[config.mk]
export PLATFORM = sky130hd
export DESIGN_NAME = instr_fetch
export DESIGN_NICKNAME = d
export VERILOG_FILES = /design/src/rtl/fetch_pkg.sv /design/src/rtl/fetch_skid_buf.sv /design/src/rtl/instr_fetch.sv
export SDC_FILE = /design/constraint.sdc
export NUM_CORES = 1
export LEC_CHECK = 0
export BUFFER_PORTS_ARGS = -buffer_cell sky130_fd_sc_hd__buf_2
export CORE_MARGIN = 2
export CORE_UTILIZATION = 54
export DETAILED_ROUTE_END_ITERATION = 7
export GPL_TIMING_DRIVEN = 0
export PLACE_DENSITY_LB_ADDON = 0.1
export SLEW_MARGIN = 20
export SYNTH_ARGS = -nofsm -noshare
export SYNTH_HDL_FRONTEND = slang
export SYNTH_SLANG_ARGS = --single-unit
[constraint.sdc]
create_clock -name clk_i -period 2.75 [get_ports clk_i]
set_clock_uncertainty 0.2 [all_clocks]
set_input_delay 0 -clock clk_i [delete_from_list [all_inputs] [get_ports clk_i]]
set_output_delay 0 -clock clk_i [all_outputs]
set_load 0.02 [all_outputs]
[src/rtl/fetch_pkg.sv]
// fetch_pkg: shared constants and state encoding for the instruction fetch stage.
package fetch_pkg;
    typedef logic [1:0] fetch_state_t;
    localparam fetch_state_t RUN   = 2'd0;
    localparam fetch_state_t HOLD  = 2'd1;
    localparam fetch_state_t FLUSH = 2'd2;
    localparam int INSTR_W = 32;
    localparam int OP_W = 6;
    localparam logic [31:0] PC_STEP = 32'd4;
    localparam logic [INSTR_W-1:0] NOP_INSTR = 32'h0;
endpackage

[src/rtl/fetch_skid_buf.sv]
// fetch_skid_buf: one-entry instruction+pc register that catches the response
// which lands while decode is stalled.
module fetch_skid_buf
    import fetch_pkg::*;
#(
    parameter int ADDR_W = 32
) (
    input  logic               clk_i,
    input  logic               rst_i,
    input  logic               i_load,
    input  logic               i_clear,
    input  logic [INSTR_W-1:0] i_instr,
    input  logic [ADDR_W-1:0]  i_pc,
    output logic               o_valid,
    output logic [INSTR_W-1:0] o_instr,
    output logic [ADDR_W-1:0]  o_pc
);
    logic               r_valid;
    logic [INSTR_W-1:0] r_instr;
    logic [ADDR_W-1:0]  r_pc;

    always_ff @(posedge clk_i) begin
        if (!rst_i) begin
            r_valid <= 1'b0;
            r_instr <= NOP_INSTR;
            r_pc    <= '0;
        end else if (i_clear) begin
            r_valid <= 1'b0;
        end else if (i_load) begin
            r_valid <= 1'b1;
            r_instr <= i_instr;
            r_pc    <= i_pc;
        end
    end

    assign o_valid = r_valid;
    assign o_instr = r_instr;
    assign o_pc    = r_pc;
endmodule

[src/rtl/instr_fetch.sv]
// instr_fetch: PC, 1-cycle-latency imem request/response tracking, stall skid
// and redirect flush; presents one fetched instruction per cycle to decode.
module instr_fetch
    import fetch_pkg::*;
#(
    parameter int                ADDR_W   = 32,
    parameter logic [ADDR_W-1:0] RESET_PC = '0
) (
    input  logic               clk_i,
    input  logic               rst_i,
    output logic               imem_req_o,
    output logic [ADDR_W-1:0]  imem_addr_o,
    input  logic [INSTR_W-1:0] imem_instr_i,
    input  logic               stall_i,
    input  logic               redirect_i,
    input  logic [ADDR_W-1:0]  redirect_pc_i,
    output logic               valid_o,
    output logic [INSTR_W-1:0] instr_o,
    output logic [OP_W-1:0]    op_o,
    output logic [ADDR_W-1:0]  pc_o,
    output logic [ADDR_W-1:0]  pc_plus4_o
);
    localparam logic [ADDR_W-1:0] ALIGN_MASK = {{(ADDR_W-2){1'b1}}, 2'b00};
    localparam logic [ADDR_W-1:0] STEP = ADDR_W'(PC_STEP);

    fetch_state_t       r_state;
    logic [ADDR_W-1:0]  r_pc, r_inf_pc, r_pc_out;
    logic               r_inf_v, r_valid;
    logic [INSTR_W-1:0] r_instr;
    logic               w_hold, w_resp_v, w_skid_v;
    logic [INSTR_W-1:0] w_skid_instr;
    logic [ADDR_W-1:0]  w_skid_pc, w_target;

    assign w_hold      = stall_i & r_valid;
    // A response landing in FLUSH belongs to a wrong-path request
    assign w_resp_v    = r_inf_v & (r_state != FLUSH);
    assign w_target    = redirect_pc_i & ALIGN_MASK;
    assign imem_req_o  = rst_i & ~w_hold;
    assign imem_addr_o = r_pc;

    fetch_skid_buf #(.ADDR_W(ADDR_W)) u_skid (
        .clk_i   (clk_i),
        .rst_i   (rst_i),
        .i_load  (~redirect_i & w_hold & w_resp_v),
        .i_clear (redirect_i | ~w_hold),
        .i_instr (imem_instr_i),
        .i_pc    (r_inf_pc),
        .o_valid (w_skid_v),
        .o_instr (w_skid_instr),
        .o_pc    (w_skid_pc)
    );

    always_ff @(posedge clk_i) begin
        if (!rst_i) begin
            r_state  <= RUN;
            r_pc     <= RESET_PC;
            r_inf_v  <= 1'b0;
            r_inf_pc <= '0;
            r_valid  <= 1'b0;
            r_instr  <= NOP_INSTR;
            r_pc_out <= '0;
        end else begin
            r_inf_v  <= imem_req_o;
            r_inf_pc <= r_pc;
            if (redirect_i) begin
                r_state <= FLUSH;
                r_pc    <= w_target;
                r_valid <= 1'b0;
            end else begin
                r_state <= w_hold ? HOLD : RUN;
                if (imem_req_o)
                    r_pc <= r_pc + STEP;
                if (!w_hold) begin
                    r_valid  <= w_skid_v | w_resp_v;
                    r_instr  <= w_skid_v ? w_skid_instr : w_resp_v ? imem_instr_i : r_instr;
                    r_pc_out <= w_skid_v ? w_skid_pc : w_resp_v ? r_inf_pc : r_pc_out;
                end
            end
        end
    end

    assign valid_o    = r_valid;
    assign instr_o    = r_instr;
    assign op_o       = r_instr[INSTR_W-1 -: OP_W];
    assign pc_o       = r_pc_out;
    assign pc_plus4_o = r_pc_out + STEP;
endmodule
Word-level counts from Yosys, hierarchy flattened
Cells that the tools add are included.
{ "totals": {"ff_bits": 197, "out_inout_bits": 136} }
{ "classes": {"add_sub_neg": 2, "eq_ne": 1, "muxes": 8, "bitwise_logic": 11, "n_reduce_logical": 6} }
{ "op_table": {"columns": ["op", "count"], "rows": [
  ["two-way mux 32 bit", 6],
  ["adder 32 x 3 -> 32 bit (second input constant)", 2],
  ["AND 1 bit", 5],
  ["inverter 1 bit", 4],
  ["nonzero test 2 bit", 2],
  ["OR reduction 2 bit", 2],
  ["AND reduction 3 bit", 1],
  ["two-way mux 2 bit", 1],
  ["!= test 2 bit (second input constant)", 1],
  ["bitwise OR 1 bit", 2],
  ["AND reduction 2 bit", 1],
  ["two-way mux 1 bit", 1]
]} }

Logic depth before layout (Yosys ltp)
Gate-level depths: netlist (run 1).
{ "logic_depth": {"word_depth": 5, "mapped_depth": 7} }

Hierarchy
A second synthesis (run 1) with hierarchy kept.
{ "unflattened": {"hier_cells": 933, "hier_area_um2": 8595.7} }
{ "modules_own_cells": {"columns": ["module", "instances", "cells_each", "area_each_um2"], "rows": [
  ["instr_fetch", 1, 652, 5934.4],
  ["fetch_skid_buf", 1, 281, 2661.3]
]} }

Worst setup path after synthesis (run 1)
No wires, ideal clock.
{ "synth_timing": {"path_type": "reg2reg", "start": "register r_pc[2] (netlist: imem_addr_o[2])", "end": "register r_pc[26] (netlist: imem_addr_o[26])", "setup_time_ns": 0.074, "arrival_ns": 1.870, "required_time_ns": 2.476, "setup_slack_ns": 0.606, "stages_incl_launch_ff": 6, "n_path_buf": 0, "cell_sequence": "dfxtp_1 > ha_1 > a21boi_0 > nand4_1 > or4_1 > a31oi_1"} }
{ "synth_via": {"elab_chain_cells": 3} }
{ "synth_lines": {"columns": ["item", "line", "rtl"], "rows": [
  ["start: declaration", "instr_fetch.sv:27", "logic [ADDR_W-1:0] r_pc, r_inf_pc, r_pc_out;"],
  ["start signal: assignment", "instr_fetch.sv:67", "r_pc <= w_target;"],
  ["start signal: assignment", "instr_fetch.sv:72", "r_pc <= r_pc + STEP;"],
  ["adder 32 x 3 -> 32 bit", "instr_fetch.sv:72", null],
  ["two-way mux 32 bit", "instr_fetch.sv:71", "if (imem_req_o)"],
  ["two-way mux 32 bit", "instr_fetch.sv:65", "if (redirect_i) begin"]
]} }
No other way between the ends. The select of a mux whose other input is x is not followed.
A chain may end at the register's enable or synchronous reset.

Worst setup path after layout (run 1)
{ "layout_timing": {"start": "register r_pc_out[3] (netlist: pc_o[3])", "end": "output pc_plus4_o[26]"} }
{ "layout_via": {"elab_chain_cells": 1} }
{ "layout_lines": {"columns": ["item", "line", "rtl"], "rows": [
  ["start: declaration", "instr_fetch.sv:27", null],
  ["start signal: assignment", "instr_fetch.sv:76", "r_pc_out <= w_skid_v ? w_skid_pc : w_resp_v ? r_inf_pc : r_pc_out;"],
  ["adder 32 x 3 -> 32 bit", "instr_fetch.sv:86", "assign pc_plus4_o = r_pc_out + STEP;"],
  ["end: declaration", "instr_fetch.sv:21", "output logic [ADDR_W-1:0] pc_plus4_o"]
]} }
No other way between the ends.

==> results of run 1 <==
==> worst max-delay path, stage by stage, from the launching register on <==
cell,delay (ns)
dfxtp_1,0.50
ha_1,0.25
nand3_1,0.23
nor4_4,0.26
buf_4,0.19
nand4_1,0.13
xnor2_1,0.19
buf_2,0.19
==> cell families after synthesis <==
| family | Yosys count | synth area share |
|---|---|---|
| and+or+nand+nor | 382 | 0.222 |
| AOI/OAI and AO/OA | 197 | 0.183 |
| buffers and inverters | 93 | 0.0493 |
| adders and majority gates | 2 | 0.00287 |
| other | 1 | 0.000430 |
| xor gates and xnor gates | 36 | 0.0361 |
| DFF | 189 | 0.434 |
| muxes | 63 | 0.0723 |
==> registers in the layout, indices dropped and copies added, names as in the netlist, 2 cells and up <==
register        count
instr_o            32
u_skid.o_instr     32
imem_addr_o        30
pc_o               30
r_inf_pc           30
u_skid.o_pc        30
r_state             2
==> routing by layer <==
metal / wire, um / part of all wire / GRT usage / vias up
li1: - / - / - / 4029
met1: 10600 / 0.45 / 0.360 / 3778
met2: 10900 / 0.46 / 0.434 / 288
met3: 1420 / 0.060 / 0.0517 / 46
met4: 581 / 0.025 / 0.0966 / 0
met5: 0 / 0 / 0 / -
==> synth_stat cells, drive strengths merged, types with 6 or more instances <==
cell    count  area (um2)
dfxtp     189        3780
nand2     152         571
nand3      84         420
o211a      67         671
a21boi     65         488
mux2i      63         631
clkbuf     59         225
and2       37         233
nand4      30         203
buf        28         183
xnor2      27         236
o21ai      20         100
nor2       15        56.3
a31oi      11        68.8
and4        9        82.6
o31ai       9        67.6
or4         9        67.6
xor2        9        78.8
nor2b       8        50.1
nor3        8        45.0
and3        7        43.8
nand2b      7        43.8
nor4        7        56.3
a21oi       6        30.0
inv         6        22.5
==> power by group through the flow <==
stage | logic [W] | registers (W) | clock network, W
after floorplan | 0.000394 | 0.00314 | 0
after global placement | 0.000770 | 0.00306 | 0
after detailed placement | 0.000778 | 0.00306 | 0
final | 0.000871 | 0.00300 | 0.00264
after CTS | 0.000866 | 0.00300 | 0.00267
after global routing | 0.000939 | 0.00302 | 0.00278
==> what timing repair did <==
action,CTS,global route
gates resized for setup,1,2
endpoints found under the setup margin,7,12
pin swaps,0,1
hold buffers,75,0
hold endpoints to repair,99,0
setup buffers,0,1
==> worst min path at each step <==
stage / startpoint / endpoint / slack (ns) / cells after the start
floorplan: stall_i / r_inf_v$_SDFF_PN0_ / -0.09 / 1
global placement: redirect_pc_i[30] / imem_addr_o[30]$_SDFFE_PN0P_ / 0.03 / 3
detailed placement: redirect_pc_i[30] / imem_addr_o[30]$_SDFFE_PN0P_ / 0.02 / 3
CTS: redirect_pc_i[30] / imem_addr_o[30]$_SDFFE_PN0P_ / 0.10 / 4
global route: redirect_pc_i[4] / imem_addr_o[4]$_SDFFE_PN0P_ / 0.13 / 3
finish: redirect_pc_i[4] / imem_addr_o[4]$_SDFFE_PN0P_ / 0.13 / 3
==> metrics by stage <==
step                std cells  setup slack, ns
detailed placement       1377            0.301
finish                   1485            0.173
global route             1485           0.0212
CTS                      1484           0.0358
global placement         1377            0.268
floorplan                 968            0.606
==> final cells by class <==
class | count | share of cell area
buffer | 87 | 0.0358
tap | 216 | 0.0237
clock inverter | 13 | 0.0166
sequential | 189 | 0.332
clock buffer | 19 | 0.0397
inverter | 6 | 0.00198
multi-input combinational | 686 | 0.399
timing repair buffer | 269 | 0.151
==> results.toml, run 1 <==
[status]
outcome = "finished clean"

[synthesis]
netlist_instances = 963
synth_warnings = 0
synth_edf_count = 0
ys_ff_latch = 189
syn_area_mm2 = 0.00872
ys_async_sr_fraction = 0
yosysSeqAreaShare = 0.434
yosys_most_used_dff = "dfxtp_1"
syn_area_per_cell_um2 = 9.06
synth_cell_types = 54

[detailed_routing]
num_vias = 8141
drt_first_pass_iters = 5
first_iter_violations = 592
ant_nets = 0
vias_per_cell = 5.48
wirelength_um = 23500
drc_errors = 0
wire_per_inst_um = 15.8

[clock_network]
cts_num_sinks = 189
cts_buffer_depth = 2
ctsRootBufferMaster = "clkbuf_16"
cts_max_level = 4
cts_tree = "built"
clk_latency_ns = 0.44
cts_made_buffers = 17
clkSlewWorstSetupHoldPaths_ns = 0.07

[floorplanning]
die_y_um = 131
core-area_mm2 = 0.0158
die_area_mm2 = 0.0172
io_pins = 204
fp.dieW_um = 131
core.rowCount = 46
initial_core_util = 0.551

[worst_setup_path]
regToRegSetupSlack_ns = 0.20
cp.arrival_ns = 2.38
cp-start-kind = "flip-flop"
r2r_start = "imem_addr_o[3]$_SDFFE_PN0P_"
cp-endpoint = "pc_plus4_o[26]"
end_kind = "primary output"
worst-path-max-fanout = 8
timing.rr.end = "imem_addr_o[26]$_SDFFE_PN0P_"
worstRegToRegCells = 5
startpoint = "pc_o[3]$_SDFFE_PN0P_"
worstPathRequired_ns = 2.55
critPathKind = "reg -> out"

[min_path]
min_path_type = "in -> reg"

[cells_and_area]
final_cell_mix = "buf_2, dfxtp_1, nand2_1"
nets = 1326
fin_util = 0.720
num_antenna_cells = 0
layout_commonest_cell = "buf_2"
fill_cells = 1253
syn_to_final_growth_pct = 30.7
ff_latch_area_mm2 = 0.00378
multiInputGateArea_mm2 = 0.00455
final_area_mm2 = 0.0114
layout-drive-gt1-share = 0.206

[power_and_ir_drop]
clockPowerShare = 0.406
power_density_mw_per_mm2 = 572
net-switching-power_w = 0.00170
leakagePower_nw = 5.11
p_comb_frac = 0.134
power.total_w = 0.00652
p_seq_frac = 0.461
p_int_w = 0.00481
p_sw_frac = 0.261
ir_drop_v = 0.000452

[sta]
hold_violations = 0
maxSlewHeadroom = 0.411
fin_setup_tns_ns = 0
fmax_mhz = 388
rsz0062_at_grt = "false"
setup_violations = 0
slew_violations = 0
min_period_ns = 2.58
min_period_over_period = 0.937
tightest_slew_ns = 0.876
fin_hold_ws_ns = 0.134

[global_route]
antenna_found_initial = 0
grt_max_degree = 17
track_usage = 0.269
grt_pass1_wl_um = 37900
grt_pass1_vias = 7505
grt_overflow = 0

[placed_design]
placement.cell_area_mm2 = 0.00998
dpl.hpwl_um = 16500
port_buffers = 193
place_congestion = 0.942

[run]
max_cap_viol_count = 0
Power figures use the tool's default switching activity.
==> run 2: changes to the inputs <==
- CORE_MARGIN: 2 -> 3
==> results.toml, run 2 (synthesis gave the netlist of run 1 again) <==
[global_route]
track_usage = 0.260
antenna_found_initial = 0
grt_overflow = 0
grt_pass1_vias = 7358
grt_pass1_wl_um = 37800
grt_max_degree = 17

[clock_network]
cts_max_level = 4
cts_num_sinks = 189
ctsRootBufferMaster = "clkbuf_16"
cts_made_buffers = 17
cts_tree = "built"
clkSlewWorstSetupHoldPaths_ns = 0.07
cts_buffer_depth = 2
clk_latency_ns = 0.43

[detailed_routing]
ant_nets = 0
vias_per_cell = 5.55
num_vias = 8213
drc_errors = 0
wire_per_inst_um = 16.1
drt_first_pass_iters = 5
first_iter_violations = 464
wirelength_um = 23800

[worst_setup_path]
worstPathRequired_ns = 2.91
cp-start-kind = "flip-flop"
worst-path-max-fanout = 7
cp.arrival_ns = 2.73
critPathKind = "reg -> reg"
worstRegToRegCells = 5
end_kind = "flip-flop"

[floorplanning]
core.rowCount = 45
die_y_um = 133
die_area_mm2 = 0.0177
io_pins = 204
fp.dieW_um = 133
core-area_mm2 = 0.0155
initial_core_util = 0.563

[placed_design]
place_congestion = 0.919
dpl.hpwl_um = 16500
port_buffers = 193
place_inst = 1372
placement.cell_area_mm2 = 0.00997

[power_and_ir_drop]
power_density_mw_per_mm2 = 575
ir_drop_v = 0.000451
p_comb_frac = 0.134
p_sw_frac = 0.259
leakagePower_nw = 5.09
p_seq_frac = 0.458
clockPowerShare = 0.408
p_int_w = 0.00485
net-switching-power_w = 0.00170

[cells_and_area]
syn_to_final_growth_pct = 30.7
fill_cells = 1181
ff_latch_area_mm2 = 0.00378
multiInputGateArea_mm2 = 0.00455
nets = 1326
fin_cells = 1480
layout_commonest_cell = "buf_2"
final_cell_mix = "buf_2, dfxtp_1, nand2_1"
num_antenna_cells = 0
final_area_mm2 = 0.0114
layout-drive-gt1-share = 0.204

[sta]
rsz0062_at_grt = "false"
fin_setup_tns_ns = 0
min_period_ns = 2.57
setup_violations = 0
tightest_slew_ns = 0.865
min_period_over_period = 0.936
maxSlewHeadroom = 0.418
slew_violations = 0
fin_hold_ws_ns = 0.133
fmax_mhz = 389
hold_violations = 0

[status]
outcome = "finished clean"

[min_path]
min_path_type = "in -> reg"
hold_depth = 4

[run]
max_cap_viol_count = 0
-- run 2: worst paths after layout --
path / from / to / slack [ns]
setup reg to reg: imem_addr_o[2]$_SDFFE_PN0P_ / imem_addr_o[26]$_SDFFE_PN0P_ / 0.18
hold / removal: redirect_pc_i[30] / imem_addr_o[30]$_SDFFE_PN0P_ / 0.13
setup / recovery: imem_addr_o[2]$_SDFFE_PN0P_ / imem_addr_o[26]$_SDFFE_PN0P_ / 0.18
hold reg to reg: r_inf_pc[6]$_SDFF_PN0_ / u_skid.o_pc[6]$_SDFFE_PN0P_ / 0.26
-- run 2: through the flow --
step	util	power (W)	worst slack (ns)
3_5_place_dp	0.644	0.00384	0.304
4_1_cts	0.736	0.00658	0.0000375
6_report	0.736	0.00655	0.177
5_1_grt	0.736	0.00677	0.00713
3_3_place_gp	0.644	0.00383	0.293
2_1_floorplan	-	0.00353	0.606
-- run 2: metal layers --
layer  routed length [um]  up-vias  part of all wire  track usage
li1                     -     4031                 -            -
met3                 1740       41             0.073       0.0487
met5                    0        -                 0            0
met4                  471        0             0.020       0.0817
met2                11100      347              0.46        0.422
met1                10500     3794              0.44        0.354
-- run 2: power groups by stage --
stage               clock, W  sequential [W]  combinational [W]
finish               0.00268         0.00300           0.000875
global route         0.00281         0.00302           0.000941
CTS                  0.00271         0.00300           0.000869
detailed placement         0         0.00306           0.000780
global placement           0         0.00306           0.000771
floorplan                  0         0.00314           0.000394
-- run 2: layout make-up --
cell class / count / share of cell area
repair buffers: 269 / 0.151
flip-flops and latches: 189 / 0.332
clock buffers: 18 / 0.0377
plain buffers: 87 / 0.0358
well taps: 211 / 0.0232
multi-input cells: 686 / 0.399
inverters: 6 / 0.00198
clock inverters: 14 / 0.0192
-- run 2: timing repair --
action                                 in CTS  in global routing
endpoints found under the hold margin      99                  0
setup endpoints to repair                   7                  6
setup buffers                               0                  0
hold buffers                               76                  0
resized for setup                           1                  1
gates cloned                                0                  0
-- run 2: worst max-delay path: stages (launching register included) --
cell,delay (ns)
dfxtp_1,0.50
ha_1,0.27
a21boi_0,0.69
nand4_1,0.24
or4_1,0.44
a31oi_1,0.17
